==> src/rtl/id_pkg.sv <==
// id_pkg: shared definitions for the RV32I decode stage.
//   - RV32I major opcode constants used by decode and hazard logic
//   - imm_type_e: immediate format selected by the opcode
//   - id_ex_t: decoded control/index payload held in the ID/EX register
//   - imm_type_of(): opcode -> immediate format mapping
package id_pkg;

    localparam logic [6:0] OP_R      = 7'b0110011;
    localparam logic [6:0] OP_IMM    = 7'b0010011;
    localparam logic [6:0] OP_LOAD   = 7'b0000011;
    localparam logic [6:0] OP_STORE  = 7'b0100011;
    localparam logic [6:0] OP_BRANCH = 7'b1100011;
    localparam logic [6:0] OP_JAL    = 7'b1101111;
    localparam logic [6:0] OP_JALR   = 7'b1100111;
    localparam logic [6:0] OP_LUI    = 7'b0110111;
    localparam logic [6:0] OP_AUIPC  = 7'b0010111;

    typedef enum logic [2:0] {
        IMM_I,
        IMM_S,
        IMM_B,
        IMM_U,
        IMM_J,
        IMM_NONE
    } imm_type_e;

    // Width-independent part of the ID/EX payload; the XLEN-wide
    // fields (pc, operands, immediate) live beside it in the top.
    typedef struct packed {
        logic [4:0] rs1_addr;
        logic [4:0] rs2_addr;
        logic [4:0] rd_addr;
        logic [6:0] opcode;
        logic [2:0] funct3;
        logic [6:0] funct7;
        logic       is_load;
    } id_ex_t;

    function automatic imm_type_e imm_type_of(input logic [6:0] opcode);
        imm_type_e t;
        case (opcode)
            OP_IMM, OP_LOAD, OP_JALR: t = IMM_I;
            OP_STORE:                 t = IMM_S;
            OP_BRANCH:                t = IMM_B;
            OP_LUI, OP_AUIPC:         t = IMM_U;
            OP_JAL:                   t = IMM_J;
            default:                  t = IMM_NONE;
        endcase
        return t;
    endfunction

endpackage

==> src/rtl/id_regfile.sv <==
// id_regfile: REG_NUM x XLEN architectural register file.
//   clk, rst         clock, asynchronous active-high reset (clears all entries)
//   we/waddr/wdata   synchronous write port from writeback
//   raddr1/rdata1    combinational read port 1
//   raddr2/rdata2    combinational read port 2
// x0 and any index >= REG_NUM read as zero and ignore writes. A read of the
// register being written in the same cycle returns the write data.
module id_regfile #(
    parameter int XLEN    = 32,
    parameter int REG_NUM = 32
) (
    input  logic            clk,
    input  logic            rst,
    input  logic            we,
    input  logic [4:0]      waddr,
    input  logic [XLEN-1:0] wdata,
    input  logic [4:0]      raddr1,
    input  logic [4:0]      raddr2,
    output logic [XLEN-1:0] rdata1,
    output logic [XLEN-1:0] rdata2
);

    localparam int REG_AW = $clog2(REG_NUM);

    logic [XLEN-1:0] regs_q [REG_NUM];
    logic [XLEN-1:0] regs_d [REG_NUM];

    // An index is in range when the bits above REG_AW are all zero.
    logic w_in;
    logic r1_in;
    logic r2_in;

    if (REG_AW < 5) begin : g_partial
        assign w_in  = (waddr[4:REG_AW]  == '0);
        assign r1_in = (raddr1[4:REG_AW] == '0);
        assign r2_in = (raddr2[4:REG_AW] == '0);
    end else begin : g_full
        assign w_in  = 1'b1;
        assign r1_in = 1'b1;
        assign r2_in = 1'b1;
    end

    logic w_en;
    assign w_en = we && (waddr != '0) && w_in;

    always_comb begin
        regs_d = regs_q;
        if (w_en) begin
            regs_d[waddr[REG_AW-1:0]] = wdata;
        end
    end

    always_ff @(posedge clk or posedge rst) begin
        if (rst) begin
            for (int i = 0; i < REG_NUM; i++) begin
                regs_q[i] <= '0;
            end
        end else begin
            regs_q <= regs_d;
        end
    end

    // Write-through: the same-cycle write wins over the stored value.
    assign rdata1 = ((raddr1 == '0) || !r1_in) ? '0 :
                    (we && (waddr == raddr1))   ? wdata :
                    regs_q[raddr1[REG_AW-1:0]];
    assign rdata2 = ((raddr2 == '0) || !r2_in) ? '0 :
                    (we && (waddr == raddr2))   ? wdata :
                    regs_q[raddr2[REG_AW-1:0]];

endmodule

==> src/rtl/id_decode_pipe.sv <==
// id_decode_pipe: RV32I decode stage with integrated ID/EX register.
//   if_valid/if_instr/if_pc/id_ready  instruction input from IF/ID
//   flush                             redirect from EXE, kills ID and ID/EX
//   wb_we/wb_rd_addr/wb_rd_data       register-file write from WB
//   ex_ready/ex_valid/ex_*            registered decoded instruction to EXE
//   hazard_stall                      combinational load-use stall
// Optional macro ID_PERF_CNT_EN adds perf_stall_cnt / perf_flush_cnt,
// saturating 32-bit counts of stall cycles and flush cycles.
//
// Handshake: a transfer happens on a clk edge when valid and ready are both
// 1 on that side. ID/EX may load when it is empty or EXE takes its contents
// (advance). IF/ID must hold its instruction whenever id_ready is 0; a load-
// use hazard sends a bubble downstream instead of the instruction.
module id_decode_pipe
    import id_pkg::*;
#(
    parameter int XLEN    = 32,
    parameter int REG_NUM = 32
) (
    input  logic            clk,
    input  logic            rst,
    input  logic            if_valid,
    input  logic [31:0]     if_instr,
    input  logic [XLEN-1:0] if_pc,
    output logic            id_ready,
    input  logic            flush,
    input  logic            wb_we,
    input  logic [4:0]      wb_rd_addr,
    input  logic [XLEN-1:0] wb_rd_data,
    input  logic            ex_ready,
    output logic            ex_valid,
    output logic [XLEN-1:0] ex_pc,
    output logic [XLEN-1:0] ex_rs1_data,
    output logic [XLEN-1:0] ex_rs2_data,
    output logic [4:0]      ex_rs1_addr,
    output logic [4:0]      ex_rs2_addr,
    output logic [4:0]      ex_rd_addr,
    output logic [XLEN-1:0] ex_imm,
    output logic [6:0]      ex_opcode,
    output logic [2:0]      ex_funct3,
    output logic [6:0]      ex_funct7,
    output logic            ex_is_load,
    output logic            hazard_stall
`ifdef ID_PERF_CNT_EN
    ,
    output logic [31:0]     perf_stall_cnt,
    output logic [31:0]     perf_flush_cnt
`endif
);

    // ---------------- field extraction ----------------
    logic [6:0] opcode;
    logic [4:0] rd;
    logic [2:0] funct3;
    logic [4:0] rs1;
    logic [4:0] rs2;
    logic [6:0] funct7;

    assign opcode = if_instr[6:0];
    assign rd     = if_instr[11:7];
    assign funct3 = if_instr[14:12];
    assign rs1    = if_instr[19:15];
    assign rs2    = if_instr[24:20];
    assign funct7 = if_instr[31:25];

    // ---------------- register file ----------------
    logic [XLEN-1:0] rs1_data;
    logic [XLEN-1:0] rs2_data;

    id_regfile #(
        .XLEN    (XLEN),
        .REG_NUM (REG_NUM)
    ) u_regfile (
        .clk    (clk),
        .rst    (rst),
        .we     (wb_we),
        .waddr  (wb_rd_addr),
        .wdata  (wb_rd_data),
        .raddr1 (rs1),
        .raddr2 (rs2),
        .rdata1 (rs1_data),
        .rdata2 (rs2_data)
    );

    // ---------------- immediate generation ----------------
    imm_type_e       imm_type;
    logic [31:0]     imm32;
    logic [XLEN-1:0] imm;

    always_comb begin
        imm_type = imm_type_of(opcode);
        imm32    = '0;
        case (imm_type)
            IMM_I:   imm32 = {{20{if_instr[31]}}, if_instr[31:20]};
            IMM_S:   imm32 = {{20{if_instr[31]}}, if_instr[31:25], if_instr[11:7]};
            IMM_B:   imm32 = {{19{if_instr[31]}}, if_instr[31], if_instr[7],
                              if_instr[30:25], if_instr[11:8], 1'b0};
            IMM_U:   imm32 = {if_instr[31:12], 12'b0};
            IMM_J:   imm32 = {{11{if_instr[31]}}, if_instr[31], if_instr[19:12],
                              if_instr[20], if_instr[30:21], 1'b0};
            default: imm32 = '0;
        endcase
        // Widen to XLEN by replicating bit 31 (XLEN >= 32 for RV32).
        imm = {{(XLEN-31){imm32[31]}}, imm32[30:0]};
    end

    // ---------------- hazard and handshake ----------------
    id_ex_t          ex_q;
    id_ex_t          ex_d;
    logic            ex_valid_q;
    logic            ex_valid_d;
    logic [XLEN-1:0] ex_pc_q;
    logic [XLEN-1:0] ex_pc_d;
    logic [XLEN-1:0] ex_rs1_data_q;
    logic [XLEN-1:0] ex_rs1_data_d;
    logic [XLEN-1:0] ex_rs2_data_q;
    logic [XLEN-1:0] ex_rs2_data_d;
    logic [XLEN-1:0] ex_imm_q;
    logic [XLEN-1:0] ex_imm_d;

    logic rs1_used;
    logic rs2_used;
    logic advance;

    assign rs1_used = !((opcode == OP_LUI) || (opcode == OP_AUIPC) || (opcode == OP_JAL));
    assign rs2_used = (opcode == OP_R) || (opcode == OP_STORE) || (opcode == OP_BRANCH);

    assign hazard_stall = if_valid && ex_valid_q && ex_q.is_load && (ex_q.rd_addr != '0) &&
                          ((rs1_used && (rs1 == ex_q.rd_addr)) ||
                           (rs2_used && (rs2 == ex_q.rd_addr)));

    assign advance  = !ex_valid_q || ex_ready;
    assign id_ready = advance && !hazard_stall && !flush;

    // ---------------- ID/EX next state ----------------
    always_comb begin
        ex_valid_d    = ex_valid_q;
        ex_d          = ex_q;
        ex_pc_d       = ex_pc_q;
        ex_rs1_data_d = ex_rs1_data_q;
        ex_rs2_data_d = ex_rs2_data_q;
        ex_imm_d      = ex_imm_q;

        if (flush) begin
            ex_valid_d = 1'b0;
        end else if (advance) begin
            if (hazard_stall) begin
                // Bubble: only valid is cleared, payload is don't-care.
                ex_valid_d = 1'b0;
            end else begin
                ex_valid_d = if_valid;
                if (if_valid) begin
                    ex_d.rs1_addr = rs1;
                    ex_d.rs2_addr = rs2;
                    ex_d.rd_addr  = rd;
                    ex_d.opcode   = opcode;
                    ex_d.funct3   = funct3;
                    ex_d.funct7   = funct7;
                    ex_d.is_load  = (opcode == OP_LOAD);
                    ex_pc_d       = if_pc;
                    ex_rs1_data_d = rs1_data;
                    ex_rs2_data_d = rs2_data;
                    ex_imm_d      = imm;
                end
            end
        end
    end

    always_ff @(posedge clk or posedge rst) begin
        if (rst) begin
            ex_valid_q    <= 1'b0;
            ex_q          <= '0;
            ex_pc_q       <= '0;
            ex_rs1_data_q <= '0;
            ex_rs2_data_q <= '0;
            ex_imm_q      <= '0;
        end else begin
            ex_valid_q    <= ex_valid_d;
            ex_q          <= ex_d;
            ex_pc_q       <= ex_pc_d;
            ex_rs1_data_q <= ex_rs1_data_d;
            ex_rs2_data_q <= ex_rs2_data_d;
            ex_imm_q      <= ex_imm_d;
        end
    end

    assign ex_valid    = ex_valid_q;
    assign ex_pc       = ex_pc_q;
    assign ex_rs1_data = ex_rs1_data_q;
    assign ex_rs2_data = ex_rs2_data_q;
    assign ex_rs1_addr = ex_q.rs1_addr;
    assign ex_rs2_addr = ex_q.rs2_addr;
    assign ex_rd_addr  = ex_q.rd_addr;
    assign ex_imm      = ex_imm_q;
    assign ex_opcode   = ex_q.opcode;
    assign ex_funct3   = ex_q.funct3;
    assign ex_funct7   = ex_q.funct7;
    assign ex_is_load  = ex_q.is_load;

`ifdef ID_PERF_CNT_EN
    // ---------------- performance counters ----------------
    logic [31:0] perf_stall_cnt_q;
    logic [31:0] perf_stall_cnt_d;
    logic [31:0] perf_flush_cnt_q;
    logic [31:0] perf_flush_cnt_d;

    always_comb begin
        perf_stall_cnt_d = perf_stall_cnt_q;
        perf_flush_cnt_d = perf_flush_cnt_q;
        if (hazard_stall && (perf_stall_cnt_q != 32'hFFFF_FFFF)) begin
            perf_stall_cnt_d = perf_stall_cnt_q + 32'd1;
        end
        if (flush && (perf_flush_cnt_q != 32'hFFFF_FFFF)) begin
            perf_flush_cnt_d = perf_flush_cnt_q + 32'd1;
        end
    end

    always_ff @(posedge clk or posedge rst) begin
        if (rst) begin
            perf_stall_cnt_q <= '0;
            perf_flush_cnt_q <= '0;
        end else begin
            perf_stall_cnt_q <= perf_stall_cnt_d;
            perf_flush_cnt_q <= perf_flush_cnt_d;
        end
    end

    assign perf_stall_cnt = perf_stall_cnt_q;
    assign perf_flush_cnt = perf_flush_cnt_q;
`endif

endmodule
==> config.mk <==
export PLATFORM = sky130hd
export DESIGN_NAME = id_decode_pipe
export DESIGN_NICKNAME = d
export VERILOG_FILES = /design/src/rtl/id_pkg.sv /design/src/rtl/id_regfile.sv /design/src/rtl/id_decode_pipe.sv
export SDC_FILE = /design/constraint.sdc
export NUM_CORES = 2
export LEC_CHECK = 0
export BUFFER_PORTS_ARGS = -buffer_cell sky130_fd_sc_hd__clkbuf_2
export CAP_MARGIN = 5
export CORE_MARGIN = 5
export CORE_UTILIZATION = 40
export CTS_CLUSTER_SIZE = 16
export DETAILED_ROUTE_END_ITERATION = 10
export SYNTH_ARGS = -nofsm -noshare
export SYNTH_HDL_FRONTEND = slang
export SYNTH_HIERARCHICAL = 1
export SYNTH_SLANG_ARGS = --single-unit
==> constraint.sdc <==
create_clock -name clk -period 32.2 [get_ports clk]
set_input_delay 0 -clock clk [delete_from_list [all_inputs] [get_ports clk]]
set_output_delay 0 -clock clk [all_outputs]
set_load 0.02 [all_outputs]
Yosys cells after proc, flatten, opt, wreduce, memory -nomap -nowiden
Cells that the tools add are included.
- flip-flop bits (word level): 1186
- word-level logic and storage cells: 119
- magnitude comparators: 4
- eq/ne operators: 17
- multiplexer cells: 18
- bitwise logic cells: 5
- reduce and logical (&&, ||, !) cells: 31
- operator list (cell ; count):
    1024-bit bitwise mux ; 1
    32-bit binary-select mux with 5-bit select ; 2
    32-bit two-way mux ; 9
    32-bit demux with 5-bit select ; 1
    32-bit case mux with 5 select lines ; 1
    7-bit by 6-bit == test with 1-bit output, second input constant ; 3
    7-bit == test, second input constant ; 3
    5-bit == test ; 4
    6-bit greater-or-equal comparator, second input constant ; 3
    5-bit NOT with 6-bit output ; 3
    3-bit case mux with 5 select lines ; 1
    7-bit by 5-bit == test with 1-bit output, second input constant ; 2
    1-bit logical AND ; 12
    5-bit zero test ; 2
    5-bit nonzero test ; 2
    7-bit by 2-bit == test with 1-bit output, second input constant ; 1
    3-bit by 2-bit == test with 1-bit output, second input constant ; 2
    1-bit logical OR ; 6
    6-bit by 1-bit < comparator with 1-bit output, second input constant ; 1
    1-bit zero test ; 4
    4-bit AND reduction ; 1
    3-bit by 1-bit == test with 1-bit output, second input constant ; 1
    3-bit == test, second input constant ; 1
    3-bit zero test ; 1
    other kinds (5) ; 8

Depth between registers and ports, before layout
- depth after elaboration: 10
- mapped depth: 11
- mapped depth without buffers: 6

Hierarchy
Netlist, hierarchy kept.
- modules (own cells, without submodules) (module ; instances ; cells an instance ; area an instance (µm²) ; sequential area each (µm²)):
    id_regfile ; 1 ; 3768 ; 55072.8 ; 25624.6
    id_decode_pipe ; 1 ; 468 ; 6563.8 ; 4053.9

Worst setup path before layout
Ideal clock, no wire load.
- path type: reg-to-reg
- start point: register ex_q (netlist bit ex_rd_addr[0])
- end point: register ex_rs2_data_q[0] (netlist: ex_rs2_data[0])
- setup time: 0.127 ns
- data arrival time: 2.049 ns
- required time: 32.073 ns
- path slack: 30.023 ns
- stages on the path, launching flop included: 9
- path buffers: 2
- period minus slack after synthesis: 2.177 ns
- cell sequence: dfrtp_1 nor3_1 a21oi_1 nand4_1 a2bb2o_4 nor3_4 buf_4 buf_6 mux2_1
- cells in the longest elaborated chain, start to end: 6
- elaborated cells on any way between the ends: 10
- ends and longest elaborated chain (element ; RTL line ; source):
    start: declaration ; id_decode_pipe.sv:108 ; id_ex_t ex_q;
    start signal: assignment ; id_decode_pipe.sv:172 ; ex_q <= '0;
    start signal: assignment ; id_decode_pipe.sv:179 ; ex_q <= ex_d;
    5-bit == test, on equally long branches ; id_decode_pipe.sv:129, id_decode_pipe.sv:130 ;
    1-bit logical AND, on equally long branches ; id_decode_pipe.sv:129, id_decode_pipe.sv:130 ;
    1-bit logical OR ; id_decode_pipe.sv:129 ; ((rs1_used && (rs1 == ex_q.rd_addr)) ||
    1-bit logical AND * ; id_decode_pipe.sv:128 ; assign hazard_stall = if_valid && ex_valid_q && ex_q.is_load && (ex_q.rd_addr != '0) &&
    named net hazard_stall ; id_decode_pipe.sv:43 ; output logic hazard_stall
    1-bit NOT (no source line) * ; -- ;
    4-bit AND reduction (no source line) * ; -- ;
    end signal: assignment ; id_decode_pipe.sv:182 ; ex_rs2_data_q <= ex_rs2_data_d;
    end: declaration ; id_decode_pipe.sv:116 ; logic [XLEN-1:0] ex_rs2_data_q;
Mark *: on every way through the listed nets, which the timed path passes. The rest lies on a longest branch.
A chain may end at the register's enable or synchronous reset.

Worst setup path in the final report
- start point: input port if_instr[15]
- end point: register ex_rs1_data_q[12] (netlist: ex_rs1_data[12])
- cells in the longest elaborated chain, start to end: 6
- elaborated cells on any way between the ends: 15
- ends and longest elaborated chain (element ; RTL line ; source):
    start: declaration ; id_decode_pipe.sv:23 ; input logic [31:0] if_instr,
    5-bit NOT with 6-bit output (implied by the code) ; id_regfile.sv:66 ; regs_q[raddr1[REG_AW-1:0]];
    32-bit binary-select mux with 5-bit select ; id_regfile.sv:66 ;
    32-bit two-way mux (implied by the code) (2 in a row) ; id_regfile.sv:66 ;
    32-bit two-way mux ; id_regfile.sv:65 ; (we && (waddr == raddr1)) ? wdata :
    32-bit two-way mux * ; id_regfile.sv:64 ; assign rdata1 = ((raddr1 == '0) || !r1_in) ? '0 :
    named net rs1_data[12] ; id_decode_pipe.sv:67 ; logic [XLEN-1:0] rs1_data;
    end signal: assignment ; id_decode_pipe.sv:181 ; ex_rs1_data_q <= ex_rs1_data_d;
    end: declaration ; id_decode_pipe.sv:114 ; logic [XLEN-1:0] ex_rs1_data_q;
Mark *: on every way through the listed nets, which the timed path passes. The rest lies on a longest branch. The select of a mux whose other input is x is not followed.

==> results.sh <==
export IMPL_run_status="finished, final reports clean"
export IMPL_critical_path_slowest_cell="buf_4"
export IMPL_maxSlewHeadroom_pct=9.749
export IMPL_register_bit_total_from_synthesis=1186
export IMPL_gr_total_overflow=0
export IMPL_clk_path_buf_depth=3
export IMPL_globalRouteTotalUtil_pct=25.53
export IMPL_drc=0
export IMPL_layout_drive_gt1_share_pct=47.08
export IMPL_yosys_most_used_dff="dfrtp_1"
export IMPL_timing_hold_worst_class="in2reg"
export IMPL_avgRoutedWirePerCell_um=32.10
export IMPL_yosys_top_cells_area="dfrtp_1 48%, mux2_2 21%, mux4_2 14%, mux2i_1 3.4%, mux4_1 1.3%"
export IMPL_finalWeightedCongestion=0.8053
export IMPL_min_delay_path_depth=3
export IMPL_cts_root_buffer_cell="clkbuf_16"
export IMPL_finalMaxSlewViolations=0
export IMPL_tritoncts="yes"
export IMPL_clkSlewWorstSetupHoldPaths_ns=0.06
export IMPL_synth_largest_area_cell="dfrtp_1"
export IMPL_post_route_min_period_ns=4.577
export IMPL_cts_setup_buffers=0
export IMPL_synth_sequential_area_ratio_pct=48.15
export IMPL_die_w_um=402.5
export IMPL_grt_first_pass_wirelength_um=305900
export IMPL_synth_edf_count=0
export IMPL_io_buffer_count=270
export IMPL_area_overhead_vs_synth_pct=13.86
export IMPL_design_portCount=271
export IMPL_critPathRequiredTime_ns=32.83
export IMPL_cts_buffers_inserted=134
export IMPL_fp_dieH_um=402.5
export IMPL_fin_skew_ns=0.03970
export IMPL_fin_nets=4522
export IMPL_worstPathMaxFanout=47
export IMPL_grt_start_max_net_pins=165
export IMPL_critical_path_top_delay_family="buffers and inverters"
export IMPL_drt_pass1_iter_count=5
export IMPL_synth_yosys_warnings=6
export IMPL_hold_path_end="ex_pc[2]"
export IMPL_drv_max_cap_violation_count=0
export IMPL_layout_core_utilization_pct=45.66
export IMPL_drt_antenna_net_count=0
export IMPL_coreArea_sq_mm=0.1537
export IMPL_static_leakage_power_uw=0.03065
export IMPL_synth_nets=4343
export IMPL_cp_end_kind="flip-flop"
export IMPL_fmax_mhz=218.5
export IMPL_wirelength_um=210800
export IMPL_setup_tns_ns=0
export IMPL_synth_area_sq_mm=0.06164
export IMPL_post_synth_cell_area_avg_sq_um=14.55
export IMPL_initial_utilization_pct=40.11
export IMPL_final_min_period_over_clock_period_pct=14.21
export IMPL_core_rowCount=144
export IMPL_via_per_inst=6.255
export IMPL_vias=41070
export IMPL_critical_path_top_cell_by_count="buf_4"
export IMPL_critical_path_arrival_ns=5.20
export IMPL_setup_violations_final=0
export IMPL_cp_slowest_stage_delay_ns=0.81
export IMPL_worstPathCellList="buf_8, buf_4, buf_4, buf_4, buf_4, mux4_2, and3_1, nor3_1, o21ai_0, a32o_1, mux2_2"
export IMPL_r2r_slack_ns=28.22
export IMPL_initial_antenna_violation_count=15
export IMPL_postCtsResizedCells=0
export IMPL_reg2reg_to="ex_rs1_data[14]"
export IMPL_numClockSinks=1186
export IMPL_ir_drop_mv=0.04604
export IMPL_worst_path_buf_inv=5
export IMPL_timing_worst_setup_path_type="in2reg"
export IMPL_synth_cells=4236
export IMPL_grt_setup_unrepaired="false"
export IMPL_die_area_sq_mm=0.1620
export IMPL_synthDistinctLibCells=67
export IMPL_startpoint_type="primary input"
export IMPL_clock_insertion_delay_worst_skew_ns=0.78
export IMPL_synth_top_area_share_pct=48.15
export IMPL_powerDensity_mw_per_mm2=63.41
export IMPL_drtIter0Drc=4004
export IMPL_min_from="if_pc[2]"
export IMPL_r2r_start="ex_rd_addr[0]"
export IMPL_cts_htree_levels=4
export IMPL_asyncSetResetFlopFracSynth_pct=100.0
export IMPL_finalHoldViolCount=0
export IMPL_ff2ff_path_depth=8
export IMPL_post_dp_hpwl_um=116100
export IMPL_first_global_vias=42250
export IMPL_worst_slew_pin_tran_ns=1.351
[worst max path at each step]
| stage | startpoint | to | slack (ns) | cells after the start |
|---|---|---|---|---|
| after floorplan | rst | u_regfile/regs_q[0] | 3.38 | 1 |
| after global routing | if_instr[15] | ex_rs1_data[14] | 27.25 | 11 |
| after detailed placement | if_instr[15] | ex_rs1_data[14] | 26.82 | 11 |
| after global placement | if_instr[15] | ex_rs1_data[14] | 26.83 | 11 |
| after CTS | if_instr[15] | ex_rs1_data[14] | 27.63 | 11 |
| final | if_instr[15] | ex_rs1_data[12] | 27.62 | 11 |
[state kept, by name, summed over array words and instances, names as in the netlist]
name	flops
ex_opcode	7
ex_funct7	7
ex_funct3	3
ex_rs2_addr	5
ex_is_load	1
u_regfile/regs_q	1024
ex_rs1_data	32
ex_rs1_addr	5
ex_pc	32
ex_imm	32
ex_rs2_data	32
ex_rd_addr	5
ex_valid	1
[cell usage after synthesis, types with 7 or more instances]
library cell  number
dfrtp_1         1186
mux2_1            53
clkbuf_1         201
a211o_1           16
nand2_1           74
o21ai_0           52
nor4_1            11
buf_1             54
o221ai_1          39
a211oi_1          19
nor2_1            60
buf_2            127
buf_6             35
a22oi_1          101
nand3_1           10
xnor2_1           15
a32o_1            33
o22ai_1           92
a21oi_1           75
inv_1             37
mux2_2          1124
mux4_2           378
nand2b_1           7
a31oi_1           17
mux4_1            31
mux2i_1          209
nor3_1            38
buf_4             41
and3_1            16
nand3b_1           7
[final cells by class]
class,count,area (sq um)
Antenna cell,12,30.03
Clock buffer,203,3999
Clock inverter,29,491.7
Fill cell,13490,83510
Inverter,38,157.7
Multi-Input combinational cell,2551,29720
Sequential cell,1186,29680
Tap cell,2044,2557
Timing Repair Buffer,504,3548
[cell usage in the layout, fill, tap and decap left out, types with 17 or more instances in the layout]
cell	synthesis	final
nand2_1	74	59
dfrtp_1	1186	1186
nor2_4	0	22
clkbuf_1	201	36
a22oi_1	101	101
clkbuf_8	0	29
nor3_1	38	38
a21oi_1	75	75
mux2_2	1124	1124
inv_1	37	35
dlygate4sd3_1	0	140
buf_4	41	94
a211oi_1	19	19
nor2_1	60	42
mux2_1	53	53
o22ai_1	92	92
a31oi_1	17	17
clkbuf_2	0	262
o21ai_0	52	52
o221ai_1	39	39
clkbuf_16	0	139
mux4_1	31	31
mux2i_1	209	209
mux4_2	378	378
a32o_1	33	33
[through the flow]
step | cell area [sq um] | hold slack [ns] | instances | total power (uW) | setup WS [ns]
global route | 70160 | 0.01524 | 6558 | 4629 | 27.25
CTS | 70150 | 0.0008318 | 6555 | 4469 | 27.63
finish | 70180 | 0.04946 | 6567 | 4450 | 27.62
detailed placement | 64260 | 0.1388 | 6183 | 2864 | 26.82
global placement | 64260 | 0.1379 | 6183 | 2839 | 26.83
floorplan | 61640 | 0.09675 | 4236 | 2606 | 3.384
[per-layer routing]
layer | global-route usage (%) | vias to the layer above | part of all wire [%]
met4 | 8.442 | 4 | 3.5
met1 | 35.00 | 22270 | 42
li1 | - | 16630 | -
met5 | 0 | - | 0.012
met3 | 5.786 | 394 | 7.8
met2 | 40.41 | 1773 | 47
[worst reg2reg max path: cells and delay by family (launching register included)]
family	cells	cell delay (ns)
AOI/OAI and AO/OA	2	0.37
DFF	1	0.45
buffers and inverters	2	1.54
and+or+nand+nor	3	0.99
muxes	1	0.51
[repair_timing]
action                                  4_1_cts  5_1_grt
hold buffers                                140        0
hold endpoints to repair                   1163        0
endpoints found under the setup margin        0        0
[logic make-up (layout without fill, tap and decap cells)]
logic type | count (synthesis) | in the layout | share of synthesized area [%]
multiplexers | 1795 | 1795 | 40.03
flip-flops | 1186 | 1186 | 48.15
buffers and inverters | 499 | 774 | 4.023
AO/OA/AOI/OAI | 475 | 475 | 5.383
AND/OR/NAND/NOR | 261 | 261 | 2.127
XOR/XNOR | 20 | 20 | 0.2842
other | 0 | 12 | 0
[power by group]
| part | switching, uW | internal [uW] |
|---|---|---|
| combinational | 392 | 495 |
| sequential | 208 | 1770 |
| clock | 627 | 957 |
| total | 1230 | 3220 |
Note: power is estimated with default switching activity, not from simulation.
